**src/rtl/truth_table_sweeper_pkg.sv**
```systemverilog
// Shared types and width helpers for the truth-table sweeper.
// The table and count widths are derived from N_IN.
package sweeper_pkg;

    typedef enum logic [1:0] {
        IDLE = 2'd0,
        RUN  = 2'd1,
        DONE = 2'd2
    } state_t;

    // Width of a full truth table for an n-input function.
    function automatic int tt_w(input int n);
        return 1 << n;
    endfunction

    // Counts need one extra bit so that 2^n itself fits.
    function automatic int cnt_w(input int n);
        return n + 1;
    endfunction

endpackage

```
**src/rtl/truth_table_sweeper_if.sv**
```systemverilog
// Bus between the sweeper and its driver.
// start/abort are single-cycle-sampled requests; done is a one-cycle pulse.
interface truth_table_sweeper_if
    import sweeper_pkg::*;
#(
    parameter int N_IN = 4
);
    logic                       start;
    logic                       abort;
    logic [tt_w(N_IN)-1:0]      expected;
    logic                       y_in;
    logic [N_IN-1:0]            x_out;
    logic                       busy;
    logic                       done;
    logic                       result_valid;
    logic [tt_w(N_IN)-1:0]      truth_table;
    logic [cnt_w(N_IN)-1:0]     ones_count;
    logic [cnt_w(N_IN)-1:0]     mismatch_count;
    logic                       any_mismatch;
    logic [N_IN-1:0]            first_mismatch;
    state_t                     state_dbg;

    modport master (
        output start, abort, expected, y_in,
        input  x_out, busy, done, result_valid, truth_table, ones_count,
               mismatch_count, any_mismatch, first_mismatch, state_dbg
    );

    modport slave (
        input  start, abort, expected, y_in,
        output x_out, busy, done, result_valid, truth_table, ones_count,
               mismatch_count, any_mismatch, first_mismatch, state_dbg
    );
endinterface

```
**src/rtl/truth_table_sweeper_sweep_ctr.sv**
```systemverilog
// Vector counter plus per-vector settle down-counter.
// sample_en marks the last settle cycle of the current vector.
module sweep_ctr
    import sweeper_pkg::*;
#(
    parameter int N_IN   = 4,
    parameter int SETTLE = 1
) (
    input  logic            clk,
    input  logic            rst,
    input  logic            clear,
    input  logic            advance,
    output logic [N_IN-1:0] x,
    output logic            sample_en,
    output logic            last_vec
);
    localparam logic [3:0] SETTLE_L = 4'(SETTLE);

    logic [N_IN-1:0] x_q;
    logic [3:0]      settle_q;

    always_ff @(posedge clk or posedge rst) begin
        if (rst) begin
            x_q      <= '0;
            settle_q <= '0;
        end else if (clear) begin
            x_q      <= '0;
            settle_q <= SETTLE_L;
        end else if (advance) begin
            if (settle_q != 4'd0) begin
                settle_q <= settle_q - 4'd1;
            end else if (!last_vec) begin
                // The last vector is never incremented past, so x_out holds.
                x_q      <= x_q + N_IN'(1);
                settle_q <= SETTLE_L;
            end
        end
    end

    assign x         = x_q;
    assign last_vec  = &x_q;
    assign sample_en = advance && (settle_q == 4'd0);

endmodule

```
**src/rtl/truth_table_sweeper.sv**
```systemverilog
// Exhaustive truth-table sweeper: drives every input vector, samples y_in,
// and compares the captured table against a latched golden table.
module truth_table_sweeper
    import sweeper_pkg::*;
#(
    parameter int N_IN   = 4,
    parameter int SETTLE = 1
) (
    input logic                   clk,
    input logic                   rst,
    truth_table_sweeper_if.slave  bus
);
    localparam int TT_W  = tt_w(N_IN);
    localparam int CNT_W = cnt_w(N_IN);

    state_t state_q, state_d;

    logic            accept;
    logic            advance;
    logic            sample_en;
    logic            last_vec;
    logic [N_IN-1:0] x;

    logic [TT_W-1:0]  tt_q;
    logic [TT_W-1:0]  exp_q;
    logic [CNT_W-1:0] ones_q;
    logic [CNT_W-1:0] mism_q;
    logic             any_q;
    logic [N_IN-1:0]  first_q;
    logic             rv_q;
    logic             miss;

    assign accept  = bus.start && (state_q != RUN);
    // Abort wins over the sample cycle: the aborted vector is not captured.
    assign advance = (state_q == RUN) && !bus.abort;
    assign miss    = bus.y_in != exp_q[x];

    sweep_ctr #(.N_IN(N_IN), .SETTLE(SETTLE)) u_ctr (
        .clk       (clk),
        .rst       (rst),
        .clear     (accept),
        .advance   (advance),
        .x         (x),
        .sample_en (sample_en),
        .last_vec  (last_vec)
    );

    always_ff @(posedge clk or posedge rst) begin
        if (rst) state_q <= IDLE;
        else     state_q <= state_d;
    end

    always_comb begin
        state_d = state_q;
        case (state_q)
            IDLE:    if (bus.start) state_d = RUN;
            RUN: begin
                if (bus.abort)                  state_d = IDLE;
                else if (sample_en && last_vec) state_d = DONE;
            end
            DONE:    state_d = bus.start ? RUN : IDLE;
            default: state_d = IDLE;
        endcase
    end

    always_comb begin
        bus.busy      = 1'b0;
        bus.done      = 1'b0;
        bus.state_dbg = state_q;
        case (state_q)
            RUN:     bus.busy = 1'b1;
            DONE:    bus.done = 1'b1;
            default: ;
        endcase
    end

    always_ff @(posedge clk or posedge rst) begin
        if (rst) begin
            tt_q    <= '0;
            exp_q   <= '0;
            ones_q  <= '0;
            mism_q  <= '0;
            any_q   <= 1'b0;
            first_q <= '0;
            rv_q    <= 1'b0;
        end else if (accept) begin
            tt_q    <= '0;
            exp_q   <= bus.expected;
            ones_q  <= '0;
            mism_q  <= '0;
            any_q   <= 1'b0;
            first_q <= '0;
            rv_q    <= 1'b0;
        end else if (sample_en) begin
            tt_q[x] <= bus.y_in;
            ones_q  <= ones_q + CNT_W'(bus.y_in);
            if (miss) begin
                mism_q <= mism_q + CNT_W'(1);
                if (!any_q) begin
                    first_q <= x;
                    any_q   <= 1'b1;
                end
            end
            if (last_vec) rv_q <= 1'b1;
        end
    end

    assign bus.x_out          = x;
    assign bus.result_valid   = rv_q;
    assign bus.truth_table    = tt_q;
    assign bus.ones_count     = ones_q;
    assign bus.mismatch_count = mism_q;
    assign bus.any_mismatch   = any_q;
    assign bus.first_mismatch = first_q;

endmodule

```
**src/flat_wrapper.sv**
```systemverilog
// flat-port wrapper written by rule: the top's interface ports become plain ports
module truth_table_sweeper_flat import sweeper_pkg::*;
#(
    parameter int N_IN   = 4,
    parameter int SETTLE = 1
)
  (clk, rst, bus_start, bus_abort, bus_expected, bus_y_in, bus_x_out, bus_busy, bus_done, bus_result_valid, bus_truth_table, bus_ones_count, bus_mismatch_count, bus_any_mismatch, bus_first_mismatch, bus_state_dbg);
  truth_table_sweeper_if #(.N_IN(N_IN)) bus_i ();
  input logic clk;
  input logic rst;
  input wire logic [$bits(bus_i.start)-1:0] bus_start;
  input wire logic [$bits(bus_i.abort)-1:0] bus_abort;
  input wire logic [$bits(bus_i.expected)-1:0] bus_expected;
  input wire logic [$bits(bus_i.y_in)-1:0] bus_y_in;
  output wire logic [$bits(bus_i.x_out)-1:0] bus_x_out;
  output wire logic [$bits(bus_i.busy)-1:0] bus_busy;
  output wire logic [$bits(bus_i.done)-1:0] bus_done;
  output wire logic [$bits(bus_i.result_valid)-1:0] bus_result_valid;
  output wire logic [$bits(bus_i.truth_table)-1:0] bus_truth_table;
  output wire logic [$bits(bus_i.ones_count)-1:0] bus_ones_count;
  output wire logic [$bits(bus_i.mismatch_count)-1:0] bus_mismatch_count;
  output wire logic [$bits(bus_i.any_mismatch)-1:0] bus_any_mismatch;
  output wire logic [$bits(bus_i.first_mismatch)-1:0] bus_first_mismatch;
  output wire logic [$bits(bus_i.state_dbg)-1:0] bus_state_dbg;
  assign bus_i.start = bus_start;
  assign bus_i.abort = bus_abort;
  assign bus_i.expected = bus_expected;
  assign bus_i.y_in = bus_y_in;
  assign bus_x_out = bus_i.x_out;
  assign bus_busy = bus_i.busy;
  assign bus_done = bus_i.done;
  assign bus_result_valid = bus_i.result_valid;
  assign bus_truth_table = bus_i.truth_table;
  assign bus_ones_count = bus_i.ones_count;
  assign bus_mismatch_count = bus_i.mismatch_count;
  assign bus_any_mismatch = bus_i.any_mismatch;
  assign bus_first_mismatch = bus_i.first_mismatch;
  assign bus_state_dbg = bus_i.state_dbg;
  truth_table_sweeper #(.N_IN(N_IN), .SETTLE(SETTLE)) u_core (.clk(clk), .rst(rst), .bus(bus_i));
endmodule
```
**config.mk**
```make
export PLATFORM = sky130hd
export DESIGN_NAME = truth_table_sweeper_flat
export DESIGN_NICKNAME = d
export VERILOG_FILES = /design/src/rtl/truth_table_sweeper_pkg.sv /design/src/rtl/truth_table_sweeper_if.sv /design/src/rtl/truth_table_sweeper_sweep_ctr.sv /design/src/rtl/truth_table_sweeper.sv /design/src/flat_wrapper.sv
export SDC_FILE = /design/constraint.sdc
export NUM_CORES = 1
export LEC_CHECK = 0
export ABC_AREA = 0
export CORE_MARGIN = 4
export CORE_UTILIZATION = 55
export DETAILED_ROUTE_END_ITERATION = 10
export PLACE_DENSITY_LB_ADDON = 0.08
export SYNTH_ARGS = -nofsm -noshare
export SYNTH_HDL_FRONTEND = slang
export SYNTH_HIERARCHICAL = 1
export SYNTH_SLANG_ARGS = --single-unit
```
**constraint.sdc**
```tcl
create_clock -name clk -period 4.6 [get_ports clk]
set_input_delay 0.69 -clock clk [delete_from_list [all_inputs] [get_ports clk]]
set_output_delay 0.69 -clock clk [all_outputs]
set_load 0.01 [all_outputs]
```
==> flow_summary.yaml <==
run_status:
  status: "complete, no violations"
power_and_ir_drop:
  p_int_uw: 882
  powerDensity_nw_per_um2: 332
  combPwrFrac: 0.188
  clkPwrFrac: 0.321
  p_seq_frac: 0.491
  p_leak_uw: 0.00165
  switchingPower_uw: 346
  peakVddDrop_mv: 0.289
  swShare: 0.282
global_routing:
  antenna_found_initial: 0
  grt_first_pass_wirelength_um: 11000
  grt_max_degree: 51
  gr-total-overflow: 0
  grt.total_usage: 0.223
  grt_pass1_vias: 2317
synth:
  async_flop_share: 1.00
  yosysUniqueCellTypes: 46
  netlist_top_cells_area: "dfrtp_1 (49%), nand2_1 (9.5%), a21oi_1 (3.9%), mux2i_1 (3.4%), nor2_1 (3.2%)"
  synth_fp_nets: 336
  synth_largest_area_cell: "dfrtp_1"
  syn_area_um2: 2940
  synth_top_cell_area_share: 0.494
  syn-instance-count: 309
  synth_ff_type: "dfrtp_1"
  yosys_warnings: 6
  synth_seq_cells: 58
  syn_area_per_cell_um2: 9.50
  synth-seq-area-share: 0.494
  synth_edf_count: 0
cts:
  cts_buffers: 9
  clock_path_buffers: 2
  cts_tree: "built"
  hold_buffers: 0
  post_cts.repair.setup_buffers: 0
  clkTransAtPathRegs_ps: 60
  cts.sinks: 58
  clk_latency_ps: 330
  cts_root_buf: "clkbuf_8"
  cts_resized: 0
  htreeDepth: 3
hold_path:
  holdCritPathClass: "reg -> reg"
sta:
  fin_skew_ps: 4.44
  relSlewSlack: 0.307
  rsz0062_at_grt: "no"
  setup_viol: 0
  tns_ps: 0
  fmax_ghz: 0.337
  worstMarginPinSlew_ps: 1040
  period_share: 0.644
  period_minus_slack_ps: 2960
  hold_violations: 0
  report.final.slew_viol_count: 0
cells_and_area:
  drive_gt1_frac: 0.0790
  regArea_um2: 1450
  nets: 392
  area_growth_pct: 26.0
  final_util: 0.719
  antenna_cells: 0
  fillCellCount: 418
  multi_input_area_um2: 1360
setup_path:
  crit_path_max_incr_delay_ps: 640
  crit_buf_inv: 2
  cp-end-kind: "flip-flop"
  crit_slowest_cell: "nor3b_1"
  criticalPathCategory: "in -> reg"
  crit_fanout: 18
  critPathTopFamily: "simple AND/OR/NAND/NOR gates"
  path_cells: "clkdlybuf4s50_1 -> nor2_1 -> nand4bb_4 -> inv_1 -> nor3b_1 -> nand2_1 -> mux2i_1 -> nor2_1"
  start_kind: "input port"
  crit_required_ps: 4800
  cp.arrival_ps: 3160
  r2r_slack_ps: 1850
  cp_common_cell: "nor2_1"
detailed_routing:
  drt_pass1_iterations: 4
  vias: 2392
  wire_per_inst_um: 15.1
  drc: 0
  ant_nets: 0
  drt_iter0_markers: 168
  finalWirelength_um: 6590
  viasPerCell: 5.47
placed_design:
  dp_hpwl_um: 4420
  place.gp.congestion: 0.833
  port_buffers: 60
job:
  maxCapViolCount: 0
floorplanning:
  dieArea_um2: 6570
  die_w_um: 81.1
  core_um2: 5140
  die_y_um: 81.1
  placementRows: 26
  start_util: 0.571
  io_pins: 61
-- through the flow --
| step | hold slack, ps | instance area, µm² | power [µW] | setup WS (ps) | instances |
|---|---|---|---|---|---|
| finish | 475 | 3700 | 1230 | 1640 | 437 |
| detailed placement | 462 | 3540 | 841 | 1310 | 424 |
| global route | 506 | 3700 | 1300 | 1440 | 437 |
| floorplan | 440 | 2940 | 764 | 2170 | 309 |
| global placement | 453 | 3540 | 832 | 1400 | 424 |
| CTS | 476 | 3700 | 1240 | 1650 | 437 |
-- cell usage in the layout (no fill, tap or decap), types with 2 or more instances in the layout --
cell / n
xor2_1: 3
mux2i_1: 10
or4b_2: 2
a22oi_4: 2
and3_1: 3
mux4_2: 4
o21ai_1: 3
clkdlybuf4s50_1: 60
clkbuf_1: 2
nand2_1: 74
nand2b_1: 7
nor2b_1: 2
nor3b_1: 2
o21ai_0: 17
dfrtp_1: 58
nor2_1: 25
o31ai_1: 3
nand3_1: 9
nand4_1: 3
ha_1: 6
inv_2: 2
nor3_1: 6
nand3b_1: 3
clkbuf_8: 11
inv_1: 7
a211o_2: 2
a21oi_1: 23
-- cells in the mapped netlist (2+ instances only) --
cell,number
inv_1,8
o21ai_1,3
and3_1,3
nor2b_1,2
nor3_1,6
buf_2,2
buf_6,3
o31ai_1,3
or4b_2,2
a21oi_1,23
ha_1,6
o21ai_0,17
a22oi_4,2
nor3b_1,2
mux4_2,4
dfrtp_1,58
mux2i_1,10
nand2_1,74
nand3_1,9
nand3b_1,3
xor2_1,3
buf_1,4
nand4_1,3
nand2b_1,7
a211o_2,2
clkbuf_1,5
nor2_1,25
buf_4,2
-- worst reg2reg max path, cell delays in order, from the launching register on --
cell,delay [ps]
dfrtp_1,380
nand2b_1,210
nor2_1,400
nand4bb_4,180
inv_1,450
nor3b_1,640
nand2_1,140
mux2i_1,170
nor2_1,70
-- flip-flops by register name (all words and copies together), names as in the netlist --
signal                     cells
u_core/bus.truth_table        16
u_core/exp_q                  16
u_core/bus.mismatch_count      5
u_core/bus.ones_count          5
u_core/bus.first_mismatch      4
u_core/u_ctr/settle_q          4
u_core/u_ctr/x                 4
u_core/bus.state_dbg           2
u_core/bus.any_mismatch        1
u_core/bus.result_valid        1
-- metal layers --
layer  vias up  part of all wire  global-route usage
met2        53              0.50               0.357
met4         0             0.010               0.106
met1      1164              0.45               0.293
met3         6             0.042              0.0399
li1       1169                 -                   -
met5         -                 0                   0
-- power by group through the flow --
stage / combinational (µW) / sequential (µW) / clock (µW)
after global placement: 223 / 609 / 0
after detailed placement: 231 / 610 / 0
after floorplan: 168 / 596 / 0
after global routing: 257 / 610 / 429
after CTS: 233 / 602 / 403
final: 231 / 602 / 394
-- final cells by class --
cell class	instances	share of cell area
Sequential cell	58	0.393
Multi-Input combinational cell	226	0.367
Timing Repair Buffer	61	0.164
Clock buffer	13	0.0430
Tap cell	70	0.0237
Inverter	9	0.00914
-- worst paths after layout --
path,from,to,cells past startpoint
worst max-delay path,bus_abort,u_core/bus.truth_table[12]$_DFFE_PP0P_,8
worst min-delay path,u_core/exp_q[9]$_DFFE_PP0P_,u_core/exp_q[9]$_DFFE_PP0P_,2
worst max register to register,u_core/bus.state_dbg[1]$_DFFE_PP0P_,u_core/bus.truth_table[12]$_DFFE_PP0P_,8
worst min register to register,u_core/exp_q[9]$_DFFE_PP0P_,u_core/exp_q[9]$_DFFE_PP0P_,2
max in group asynchronous,rst,u_core/bus.first_mismatch[0]$_DFFE_PP0P_,2
min in group asynchronous,rst,u_core/u_ctr/x[0]$_DFFE_PP0P_,2
-- kinds of logic after synthesis --
logic type,after synthesis,share of synthesized area
AO/OA/AOI/OAI,55,0.119
XOR/XNOR,3,0.00895
adder cells (fa/ha/maj),6,0.0256
buffers and inverters,25,0.0430
flip-flops,58,0.494
multiplexers,14,0.0648
AND/OR/NAND/NOR,148,0.244
No activity file was read; power rests on OpenSTA's default activity.
